<file path="src/rtl/pipmem_rv32.sv">
// Purpose: RV32I memory-access stage; store lane steering, load extract/extend, word-addressed req/ack port.
// Latency: non-memory results 1 cycle; memory ops occupy 1 + N cycles (N = BUSY cycles up to and including ack).
// Backpressure: oSTALL holds execute for the whole BUSY period; the request is held until iDMEM_ACK is sampled.
module pipmem_rv32 (
  input  logic        iCLK,
  input  logic        iRST,
  input  logic        iMEM,
  input  logic        iRW,
  input  logic [31:0] iMEMADDR,
  input  logic [31:0] iMEMDATA,
  input  logic [31:0] iDregDATA,
  input  logic [4:0]  iDregADDR,
  input  logic [4:0]  iDecodedOP,
  input  logic [1:0]  iINVALID,
  input  logic        iDMEM_ACK,
  input  logic [31:0] iDMEM_RDATA,
  output logic        oSTALL,
  output logic        oDMEM_REQ,
  output logic        oDMEM_WE,
  output logic [29:0] oDMEM_ADDR,
  output logic [3:0]  oDMEM_BE,
  output logic [31:0] oDMEM_WDATA,
  output logic        oWbEN,
  output logic [4:0]  oWbADDR,
  output logic [31:0] oWbDATA,
  output logic [2:0]  oEXC
);

  typedef enum logic {
    IDLE = 1'b0,
    BUSY = 1'b1
  } stateT;

  stateT state;
  stateT stateNext;

  // Context of the outstanding memory op, captured on the accept edge
  logic [4:0]  rdLatch;
  logic [4:0]  opLatch;
  logic [1:0]  offLatch;
  logic        loadLatch;

  // Decode results for the instruction presented in IDLE
  logic        isHalf;
  logic        isWord;
  logic        misaligned;
  logic        accept;
  logic        ackDone;

  // Steered store lanes and extracted load value
  logic [3:0]  storeBe;
  logic [31:0] storeData;
  logic [7:0]  byteSel;
  logic [15:0] halfSel;
  logic [31:0] loadData;

  // Stall comes straight from the state register so execute never sees a combinational input path
  assign oSTALL = (state == BUSY);

  // Access size decode and alignment check; bit 4 only means LHU for loads
  always_comb begin
    isHalf     = iRW ? (iDecodedOP[1] | iDecodedOP[4]) : iDecodedOP[1];
    isWord     = iDecodedOP[2];
    misaligned = (isHalf & iMEMADDR[0]) | (isWord & (iMEMADDR[1:0] != 2'b00));
    accept     = (state == IDLE) & iMEM & ~misaligned & (iINVALID == 2'b00);
    ackDone    = (state == BUSY) & iDMEM_ACK;
  end

  // Store byte-lane steering: narrow data replicated so any enabled lane carries it; loads enable all lanes
  always_comb begin
    storeBe   = 4'b1111;
    storeData = iMEMDATA;
    if (!iRW) begin
      if (iDecodedOP[0]) begin
        storeBe   = 4'b0001 << iMEMADDR[1:0];
        storeData = {4{iMEMDATA[7:0]}};
      end else if (iDecodedOP[1]) begin
        storeBe   = iMEMADDR[1] ? 4'b1100 : 4'b0011;
        storeData = {2{iMEMDATA[15:0]}};
      end
    end
  end

  // Load extraction at the latched offset, sign- or zero-extended by the latched size
  always_comb begin
    case (offLatch)
      2'd0:    byteSel = iDMEM_RDATA[7:0];
      2'd1:    byteSel = iDMEM_RDATA[15:8];
      2'd2:    byteSel = iDMEM_RDATA[23:16];
      default: byteSel = iDMEM_RDATA[31:24];
    endcase
    halfSel  = offLatch[1] ? iDMEM_RDATA[31:16] : iDMEM_RDATA[15:0];
    loadData = iDMEM_RDATA;
    if (opLatch[0]) begin
      loadData = {{24{byteSel[7]}}, byteSel};
    end else if (opLatch[3]) begin
      loadData = {24'd0, byteSel};
    end else if (opLatch[1]) begin
      loadData = {{16{halfSel[15]}}, halfSel};
    end else if (opLatch[4]) begin
      loadData = {16'd0, halfSel};
    end else if (opLatch[2]) begin
      loadData = iDMEM_RDATA;
    end
  end

  // Next-state logic: IDLE -> BUSY on a legal memory op, BUSY -> IDLE when the ack is sampled
  always_comb begin
    stateNext = state;
    case (state)
      IDLE:    if (accept) stateNext = BUSY;
      BUSY:    if (iDMEM_ACK) stateNext = IDLE;
      default: stateNext = IDLE;
    endcase
  end

  // State register
  always_ff @(posedge iCLK) begin
    if (iRST) begin
      state <= IDLE;
    end else begin
      state <= stateNext;
    end
  end

  // Memory port: launched on accept, held stable through BUSY, dropped on the ack edge or on reset
  always_ff @(posedge iCLK) begin
    if (iRST) begin
      oDMEM_REQ   <= 1'b0;
      oDMEM_WE    <= 1'b0;
      oDMEM_ADDR  <= 30'd0;
      oDMEM_BE    <= 4'd0;
      oDMEM_WDATA <= 32'd0;
    end else if (accept) begin
      oDMEM_REQ   <= 1'b1;
      oDMEM_WE    <= ~iRW;
      oDMEM_ADDR  <= iMEMADDR[31:2];
      oDMEM_BE    <= storeBe;
      oDMEM_WDATA <= storeData;
    end else if (ackDone) begin
      oDMEM_REQ   <= 1'b0;
    end
  end

  // Destination and load shape of the outstanding op, needed when the read word returns
  always_ff @(posedge iCLK) begin
    if (iRST) begin
      rdLatch   <= 5'd0;
      opLatch   <= 5'd0;
      offLatch  <= 2'd0;
      loadLatch <= 1'b0;
    end else if (accept) begin
      rdLatch   <= iDregADDR;
      opLatch   <= iDecodedOP;
      offLatch  <= iMEMADDR[1:0];
      loadLatch <= iRW;
    end
  end

  // Writeback and exception outputs: oWbEN pulses once per result and is cleared otherwise
  always_ff @(posedge iCLK) begin
    if (iRST) begin
      oWbEN   <= 1'b0;
      oWbADDR <= 5'd0;
      oWbDATA <= 32'd0;
      oEXC    <= 3'd0;
    end else if (state == IDLE) begin
      if (!iMEM) begin
        oWbEN   <= (iDregADDR != 5'd0) && (iINVALID == 2'b00);
        oWbADDR <= iDregADDR;
        oWbDATA <= iDregDATA;
        oEXC    <= {1'b0, iINVALID};
      end else begin
        oWbEN   <= 1'b0;
        oEXC    <= accept ? 3'b000 : {misaligned, iINVALID};
      end
    end else begin
      oWbEN <= ackDone & loadLatch & (rdLatch != 5'd0);
      if (ackDone & loadLatch) begin
        oWbADDR <= rdLatch;
        oWbDATA <= loadData;
      end
    end
  end

endmodule

</file>
<file path="config.mk">
export PLATFORM = sky130hd
export DESIGN_NAME = pipmem_rv32
export DESIGN_NICKNAME = d
export VERILOG_FILES = /design/src/rtl/pipmem_rv32.sv
export SDC_FILE = /design/constraint.sdc
export NUM_CORES = 1
export LEC_CHECK = 0
export ABC_AREA = 0
export CORE_MARGIN = 10
export CORE_UTILIZATION = 30
export DETAILED_ROUTE_END_ITERATION = 10
export GPL_TIMING_DRIVEN = 0
export PLACE_DENSITY = 0.71
export SYNTH_ARGS = -nofsm -noshare
export SYNTH_HDL_FRONTEND = slang
export SYNTH_SLANG_ARGS = --single-unit
</file>
<file path="constraint.sdc">
create_clock -name iCLK -period 2.3 [get_ports iCLK]
set_input_delay 0.46 -clock iCLK [delete_from_list [all_inputs] [get_ports iCLK]]
set_output_delay 0.46 -clock iCLK [all_outputs]
set_load 0.02 [all_outputs]
</file>
==> results by group, run 1 <==
Setup path
  – Nature of the critical path startpoint: input port
  – Worst setup EP type: flip-flop
  – Max incr delay on CP: 0.58 ns
  – CP arrival: 2.47 ns
  – Req. time, crit path: 2.63 ns
  – Critical path, cell by cell: clkdlybuf4s50_1, clkbuf_1, nand2_1, mux2i_1, a211oi_1
  – CP max stage cell: clkdlybuf4s50_1
  – Crit Path Max Fanout: 10
  – CP Class: input port to flip-flop

Global route
  – Largest net degree at the start of global routing: 17
  – Global-route wire length before repair: 34.7 mm
  – Vias in the first global route: 5,897
  – Initial antenna violation count: 1
  – GR Util All Layers: between 10% and 20%
  – Remaining Overflow, GRT: 0

Power
  – Pwr per Cell Area: 642 nW/um^2
  – P_leak: approximately 3.2 nW
  – Worst VDD drop: 0.000541 V

Floorplan
  – FP Rows: 49
  – # IOs: 255
  – Die ar.: 24,000 sq um
  – Starting density of the core: a little under a third
  – Core area: about 18,000 sq um
  – DIE HEIGHT: about 150 um
  – Die Wd: 155 um

Cells and area
  – Ratio of cells with drive above 1 in the final layout: 8.69%
  – Synth-to-Final Area Change: 62.3%
  – Layout fillers: 1,760
  – Design Area, Final: 8850 sq um
  – Final #Nets: 1,064

STA
  – Hold Fails Final Rpt: 0
  – Fin crit share: 93.4%
  – Worst Skew: ~0.015 ns
  – Hold Slack: 0.452 ns
  – Max frequency: 0.466 GHz
  – Worst slew pin tran: 0.762 ns
  – Setup-failing EPs final: 0
  – Max-slew headroom: 49.0%
  – Unrepaired setup endpoints after global routing: false
  – Pins over their slew limit: 0
  – Minimum clock period: 2.15 ns

Drt
  – Via Count: 5,908
  – DRT antenna net count: 0
  – WL/cell: 19.6 um
  – Iteration-0 DRC Markers: 385
  – DRC viols: 0
  – Drt total wl: 22.8 mm
  – Router iterations before antenna repair: 6
  – Via density: 5.08

Placed design
  – Placer Congestion: 0.826
  – Final HPWL DP: around 18 mm
  – Post-DP Area: 8290 sq um
  – Input/output buffers: 254

Outcome
  – Status: completed

Clock tree
  – Root buffer cell: clkbuf_16
  – Clock buffer count from CTS: 17
  – Clock sink count: 122
  – Clock transition at path regs: 0.06 ns
  – Postcts setup bufs: 0
  – CTS tree: built
  – Worst-Skew Late Latency: 0.42 ns
  – CTS H-tree depth: 4
  – Longest Clk Path Bufs: 2

Yosys
  – Sequential fraction of the synthesis area: 44.8%
  – List of most frequent post-synthesis cells: nand2_1, dfxtp_1, a21oi_1
  – Cell with the most instances after synthesis: nand2_1
  – Number of flops mapped to enable cells by yosys: 0
  – FF+latch count, synth: between 100 and 150
  – Mapped Cells: 646
  – Distinct cell type count after synthesis: 39
  – Mapped Area: 5460 sq um
  – Yosys top cell area share: 44.8%
  – Avg Inst Size Synth: roughly 8.4 sq um
  – Main area contributors after synthesis: dfxtp_1, nand2_1, a21oi_1, mux2i_1, a211oi_1
  – Cell taking the most area after synthesis: dfxtp_1
  – Most used DFF post-synth: dfxtp_1
  – Ys Warns: 0
  – FFs w/ async S/R, synth: 0%
  – Net count after synthesis: 791

Min path
  – Hold Crit Class: flip-flop to flip-flop

Job
  – MaxCap Viol Count: 0
[power by group]
group | internal [W] | total (W) | switching, W
Combinational | 0.000497 | 0.000950 | 0.000452
Sequential | 0.00220 | 0.00224 | 0.0000432
Clock | 0.00149 | 0.00249 | 0.00100
Total | 0.00419 | 0.00568 | 0.00150
[what timing repair did]
action / in CTS / in global routing
resized for setup: 0 / 3
endpoints found under the setup margin: 0 / 6
hold buffers: 0 / 0
[state kept, by name, indices dropped and copies added (netlist names), 2 cells and up]
register,cells
oDMEM_WDATA,32
offLatch,2
rdLatch,5
oWbADDR,5
opLatch,4
oEXC,3
oDMEM_ADDR,30
oWbDATA,32
oDMEM_BE,4
[final timing paths]
| check | from | to | slack [ns] | depth (start not counted) |
|---|---|---|---|---|
| min reg2reg | oDMEM_ADDR[9] | oDMEM_ADDR[9] | 0.45 | 2 |
| max | iDecodedOP[0] | oDMEM_WDATA[14] | 0.15 | 5 |
| min | oDMEM_ADDR[9] | oDMEM_ADDR[9] | 0.45 | 2 |
| max reg2reg | opLatch[0] | oWbDATA[15] | 0.30 | 5 |
[final cells by class]
cell class	count	area, sq um	area share, %
Buffer	56	280	3.17
Timing Repair Buffer	254	2540	28.7
Sequential cell	122	2440	27.6
Inverter	3	11.3	0.127
Clock inverter	13	125	1.41
Tap cell	229	287	3.24
Clock buffer	19	433	4.89
Multi-Input combinational cell	465	2730	30.8
Antenna cell	2	5.00	0.0565
[cell families after synthesis]
group / count (synthesis) / synth area share [%]
buf+inv: 59 / 5.32
compound gates: 179 / 21.2
simple gates: 253 / 20.8
mux: 33 / 7.91
flops: 122 / 44.8
[cells in the final DEF, fill, tap and decap left out, types with 7 or more instances in the layout]
cell | synthesis | layout
clkdlybuf4s50_1 | 0 | 254
nand2_1 | 143 | 143
dfxtp_1 | 122 | 122
a21oi_1 | 79 | 79
nor2_1 | 50 | 50
a211oi_1 | 31 | 31
clkbuf_1 | 30 | 31
mux2i_1 | 24 | 24
clkbuf_16 | 0 | 17
buf_2 | 16 | 16
nand3_1 | 16 | 16
nor3b_1 | 16 | 16
o22ai_1 | 16 | 16
a22oi_1 | 15 | 15
and3_1 | 10 | 10
a311oi_1 | 10 | 10
a22o_1 | 9 | 9
mux4_2 | 8 | 8
a31o_2 | 8 | 8
buf_4 | 7 | 7
[stage by stage]
step                      setup slack (ns)  util, %  TNS, ns  total power, W  instances
after global placement              -0.324     46.3   -19.84         0.00323       1129
after detailed placement            -0.322     46.3   -21.31         0.00324       1129
after floorplan                      0.594        -        0         0.00268        646
after CTS                            0.120     49.4        0         0.00576       1161
after global routing                0.0320     49.4        0         0.00591       1161
final                                0.152     49.5        0         0.00568       1163
[worst max-delay path: cells and delay by family]
| family | cells | cell delay [ns] |
|---|---|---|
| buffers and inverters | 2 | 1.04 |
| AND/OR/NAND/NOR | 1 | 0.47 |
| AO/OA/AOI/OAI | 1 | 0.27 |
| multiplexers | 1 | 0.22 |
[per-layer routing]
| metal | GRT usage (%) | wire length [um] | vias to the layer above | share of wire (%) |
|---|---|---|---|---|
| met3 | 6.92 | 2220 | 36 | 9.7 |
| met4 | 7.06 | 575 | 0 | 2.5 |
| met1 | 21.7 | 9230 | 2768 | 40 |
| met5 | 0 | 0 | - | 0 |
| met2 | 29.7 | 10800 | 240 | 47 |
| li1 | - | - | 2864 | - |
No activity file was read; power rests on OpenSTA's default activity.
==> run 2, diff against run 1 <==
--- a/config.mk
+++ b/config.mk
@@ -8,6 +8,7 @@
 export ABC_AREA = 0
 export CORE_MARGIN = 10
 export CORE_UTILIZATION = 30
+export CTS_BUF_LIST = sky130_fd_sc_hd__clkbuf_8
 export DETAILED_ROUTE_END_ITERATION = 10
 export GPL_TIMING_DRIVEN = 0
 export PLACE_DENSITY = 0.71
==> run 2 against run 1 <==
Worst hold slack improved by 0.0031 ns. Total power decreased by 13%. Clock skew shrank 0.0035 ns. Flip-flop and latch count did not move. Fmax up 1.9%. Non-clock buffer count is the same. Count of clock-buffer cells in the layout fell by 2. Die area unchanged. Sequential share of layout area is 0.64 points higher. Critical path type unchanged.
==> results by group, run 2 (same netlist as run 1, synthesis figures left out) <==
Setup path
  – Reg2Reg Depth: 6
  – Worst R2R End: oWbDATA[15]
  – Crit Path Max Fanout: 10
  – CP arrival: 2.49 ns
  – R2R setup slack: roughly 0.30 ns
  – Worst setup EP type: flip-flop
  – Req. time, crit path: 2.69 ns
  – CP Class: input port to flip-flop
  – Reg-to-reg critical path startpoint: offLatch[1]
  – Nature of the critical path startpoint: input port

STA
  – Fin crit share: 91.6%
  – Max-slew headroom: 51.9%
  – Worst Skew: 0.0119 ns
  – Hold Slack: about 0.45 ns
  – Max frequency: about 0.47 GHz
  – Pins over their slew limit: 0
  – Minimum clock period: 2.11 ns
  – Worst slew pin tran: 0.716 ns
  – Hold Fails Final Rpt: 0
  – Unrepaired setup endpoints after global routing: false
  – Setup-failing EPs final: 0
  – Setup TNS: 0 ns

Drt
  – Via Count: roughly 5,900
  – Drt total wl: 22.9 mm
  – Via density: 5.06
  – WL/cell: just under 20 um
  – Iteration-0 DRC Markers: 345
  – Metal2 WL: 10.8 mm
  – M1 WL: about 9.3 mm
  – Met3 WL post-DR: 2.23 mm
  – Highest metal layer with signal wires: met4
  – Router iterations before antenna repair: 5
  – DRT antenna net count: 0
  – DRC viols: 0

Placed design
  – Input/output buffers: 254
  – Post-DP Area: 8290 sq um
  – Dpl cells: 1,129
  – Final HPWL DP: 17.9 mm
  – Placer Congestion: ~0.83

Floorplan
  – Core area: 17,900 sq um
  – DIE HEIGHT: about 150 um
  – Die Wd: 155 um
  – Die ar.: 24,000 sq um
  – Starting density of the core: 30.5%
  – FP Rows: 49
  – # IOs: 255

Clock tree
  – CTS tree: built
  – Longest Clk Path Bufs: 2
  – Worst-Skew Late Latency: 0.45 ns
  – Clock buffer count from CTS: 17
  – Clock transition at path regs: approximately 0.08 ns
  – Hold_buf cts: 0
  – Postcts setup bufs: 0
  – Post_cts resized: 0
  – Root buffer cell: clkbuf_8
  – CTS H-tree depth: 4
  – Clock sink count: 122

Global route
  – Vias in the first global route: 5,876
  – GR Util All Layers: 18.4%
  – Global-route wire length before repair: 34.5 mm
  – Largest net degree at the start of global routing: 17
  – Remaining Overflow, GRT: 0
  – Initial antenna violation count: 0

Power
  – P_sw: 0.00143 W
  – Comb pwr share: a little under a fifth
  – Clock power frac: 35.9%
  – Cell internal pwr: 0.00354 W
  – P_leak: 3.14 nW
  – Seq pwr share: 45.0%
  – Pwr per Cell Area: 574 nW/um^2
  – Total Power: 0.00497 W
  – Sw Ratio: 28.8%
  – Worst VDD drop: 0.000352 V

Cells and area
  – Layout Cells excl Fill: around 1,200
  – Design Area, Final: 8650 sq um
  – Synth-to-Final Area Change: 58.6%
  – Final #Nets: 1,064
  – Commonest non-fill, non-tap cells in the layout: clkdlybuf4s50_1, nand2_1, dfxtp_1
  – Top flop regs: oDMEM_WDATA: 32 flops, oWbDATA: 32 flops, oDMEM_ADDR: 30 flops
  – Most common cell after layout, fill and taps aside: clkdlybuf4s50_1
  – Ratio of cells with drive above 1 in the final layout: between 8 and 9%

Min path
  – Hold_sp: oDMEM_ADDR[10]
  – Hold Path Sink: oDMEM_ADDR[10]
  – Hold Crit Class: flip-flop to flip-flop
  – Hold path depth: 2

Job
  – MaxCap Viol Count: 0

Outcome
  – Status: completed
==> run 2: changes by cell type in the layout (fill, tap and decap cells not counted), sizes merged <==
cell,previous run,this run
clkbuf,49,47
diode,2,1
inv,3,5
==> run 2: worst max-delay path by stage <==
stage	from	endpoint	slack [ns]	depth (start not counted)
after floorplan	iDMEM_RDATA[31]	oWbDATA[21]	0.59	6
after global placement	iRST	oWbEN	-0.32	5
after detailed placement	iRST	loadLatch	-0.32	5
after CTS	iRST	loadLatch	0.16	5
after global routing	iMEM	oWbDATA[25]	0.02	6
final	iMEM	oWbDATA[28]	0.19	6
==> run 2: power groups by stage <==
stage	clock (W)	sequential, W	combinational [W]
after detailed placement	0	0.00229	0.000950
after global routing	0.00191	0.00225	0.00102
after CTS	0.00184	0.00224	0.000954
after global placement	0	0.00228	0.000945
final	0.00178	0.00224	0.000949
after floorplan	0	0.00238	0.000300
==> run 2: stage by stage <==
step	setup WS (ns)	utilization [%]
final	0.193	48.3
after global routing	0.0205	48.3
after CTS	0.162	48.3
after detailed placement	-0.322	46.3
after global placement	-0.324	46.3
after floorplan	0.594	-
==> run 2: critical path, cell delays in order <==
cell and delay [ns]:
clkdlybuf4s50_1 0.46, buf_2 0.23, nor3_1 0.59, clkbuf_1 0.46, a22oi_1 0.18, nand3_1 0.10
==> run 2: area by class of cell <==
class | instances | area, sq um
tap | 229 | 287
clock buffer | 17 | 234
buffer | 56 | 279
sequential | 122 | 2440
inverter | 3 | 11.3
multi-input combinational | 465 | 2720
timing repair buffer | 254 | 2540
clock inverter | 15 | 133
fill | 1777 | 9250
antenna | 1 | 2.50
==> run 2: routing by layer <==
layer / global-route usage [%] / up-vias
met5: 0 / -
met4: 6.39 / 0
met3: 7.20 / 31
met2: 29.6 / 246
met1: 21.8 / 2747
li1: - / 2852
==> run 3, diff against run 2 <==
--- a/config.mk
+++ b/config.mk
@@ -6,11 +6,11 @@
 export NUM_CORES = 1
 export LEC_CHECK = 0
 export ABC_AREA = 0
+export CORE_ASPECT_RATIO = 0.7
 export CORE_MARGIN = 10
 export CORE_UTILIZATION = 30
 export CTS_BUF_LIST = sky130_fd_sc_hd__clkbuf_8
 export DETAILED_ROUTE_END_ITERATION = 10
-export GPL_TIMING_DRIVEN = 0
 export PLACE_DENSITY = 0.71
 export SYNTH_ARGS = -nofsm -noshare
 export SYNTH_HDL_FRONTEND = slang
==> run 3 against run 2 <==
Fmax increased by 5.9%. Final cell count fell by 0.95%. Worst hold slack worse by 0.0015 ns. Register-to-register slack better by 0.25 ns. Sequential power is essentially flat. Die area is 0.36% higher. Critical path type is now flip-flop to output pin.
==> results by group, run 3 (same netlist as run 1, synthesis figures left out) <==
Setup path
  – Max incr delay on CP: 0.66 ns
  – Reg-to-reg critical path startpoint: opLatch[0]
  – Worst setup EP type: output pin
  – Critical Path Start: oSTALL
  – Crit Path Max Fanout: 5
  – CP Class: flip-flop to output pin
  – CP top delay family: buffers and inverters
  – CP arrival: 1.53 ns
  – Req. time, crit path: 1.84 ns
  – CP max stage cell: clkdlybuf4s50_1
  – Critical path, cell by cell: clkdlybuf4s50_1
  – Nature of the critical path startpoint: flip-flop
  – Buf/Inv on CP: 1

Floorplan
  – Starting density of the core: slightly above 30%
  – # IOs: roughly 260
  – Core area: 18,000 sq um
  – DIE HEIGHT: 133 um
  – Die ar.: 24,100 sq um
  – Die Wd: 181 um
  – FP Rows: approximately 40

Cells and area
  – Ratio of cells with drive above 1 in the final layout: 10.4%
  – Layout Cells excl Fill: between 1,000 and 1,500
  – Final #Nets: 1,048
  – Most common cell after layout, fill and taps aside: clkdlybuf4s50_1
  – Layout fillers: 1,700
  – Commonest non-fill, non-tap cells in the layout: clkdlybuf4s50_1, nand2_1, dfxtp_1
  – Synth-to-Final Area Change: 61.7%
  – Top flop regs: oDMEM_WDATA: 32 flops, oWbDATA: 32 flops, oDMEM_ADDR: 30 flops
  – Final antenna diode count: 0

STA
  – Unrepaired setup endpoints after global routing: false
  – Max-slew headroom: 56.5%
  – Setup TNS: 0 ns
  – Fin crit share: 86.5%
  – Setup-failing EPs final: 0
  – Minimum clock period: around 2 ns
  – Worst Skew: 0.00775 ns
  – Hold Fails Final Rpt: 0
  – Worst slew pin tran: 0.652 ns
  – Pins over their slew limit: 0
  – Max frequency: 0.503 GHz

Min path
  – Hold Crit Class: flip-flop to flip-flop
  – Hold_sp: oDMEM_ADDR[18]

Placed design
  – Final HPWL DP: between 15 and 20 mm
  – Dpl cells: about 1,100
  – Placer Congestion: ~0.9
  – Input/output buffers: 254

Global route
  – Global-route wire length before repair: 33.4 mm
  – Remaining Overflow, GRT: 0
  – Vias in the first global route: about 5,700
  – Largest net degree at the start of global routing: 60
  – Initial antenna violation count: 0
  – GR Util All Layers: about 17%

Clock tree
  – Clock transition at path regs: roughly 0.07 ns
  – CTS tree: built
  – Clock sink count: 122
  – Worst-Skew Late Latency: ~0.43 ns
  – Hold_buf cts: 0
  – CTS H-tree depth: 4
  – Clock buffer count from CTS: 17
  – Root buffer cell: clkbuf_8
  – Post_cts resized: 0
  – Longest Clk Path Bufs: 2
  – Postcts setup bufs: 0

Job
  – MaxCap Viol Count: 0

Drt
  – WL/cell: 18.9 um
  – Iteration-0 DRC Markers: 380
  – Router iterations before antenna repair: 5
  – Via Count: about 5,700
  – Drt total wl: 21.8 mm
  – DRC viols: 0
  – Via density: approximately 5
  – DRT antenna net count: 0

Power
  – P_leak: 3.25 nW
  – Pwr per Cell Area: 598 nW/um^2
  – Worst VDD drop: between 0.0003 and 0.0004 V

Outcome
  – Status: completed
[run 3: power by group]
group	leakage (nW)	switching (W)	internal, W	total [W]
registers	0.995	0.0000453	0.00220	0.00224
clock network	0.229	0.000853	0.00121	0.00206
logic	2.03	0.000450	0.000522	0.000972
total	3.25	0.00135	0.00393	0.00528
[run 3: metal layers]
metal | vias to the layer above | part of all wire, % | global-route usage (%)
met5 | - | 0 | 0
met1 | 2679 | 47 | 23.3
met3 | 12 | 8.3 | 6.65
met2 | 206 | 44 | 25.6
met4 | 0 | 0.64 | 4.33
li1 | 2818 | - | -
[run 3: area by class of cell]
class | count | area, sq um | share of cell area (%)
Multi-Input combinational cell | 465 | 2740 | 31.1
Inverter | 3 | 11.3 | 0.128
Sequential cell | 122 | 2440 | 27.7
Timing Repair Buffer | 294 | 2920 | 33.0
Tap cell | 236 | 295 | 3.35
Clock buffer | 19 | 262 | 2.96
Clock inverter | 12 | 156 | 1.77
[run 3: final timing paths]
check                                      end  slack [ns]  cells after the start
worst max register to register     oWbDATA[20]        0.55                      5
worst max-delay path                    oSTALL        0.31                      1
worst min register to register  oDMEM_ADDR[18]        0.45                      2
worst min-delay path            oDMEM_ADDR[18]        0.45                      2
[run 3: through the flow]
stage                     area (sq um)  power (W)  util (%)  setup WS (ns)  hold slack [ns]
after floorplan                   5460    0.00268         -          0.594            0.436
after global placement            8410    0.00325      46.8         0.0454            0.441
after detailed placement          8410    0.00326      46.8         0.0156            0.445
after CTS                         8820    0.00534      49.1          0.268            0.456
after global routing              8820    0.00552      49.1          0.259            0.473
final                             8820    0.00528      49.1          0.310            0.453
[run 3: tightest hold or removal path: stages (launching register included)]
cell and delay [ns]:
dfxtp_1 0.31, nand2_1 0.05, a21oi_1 0.05
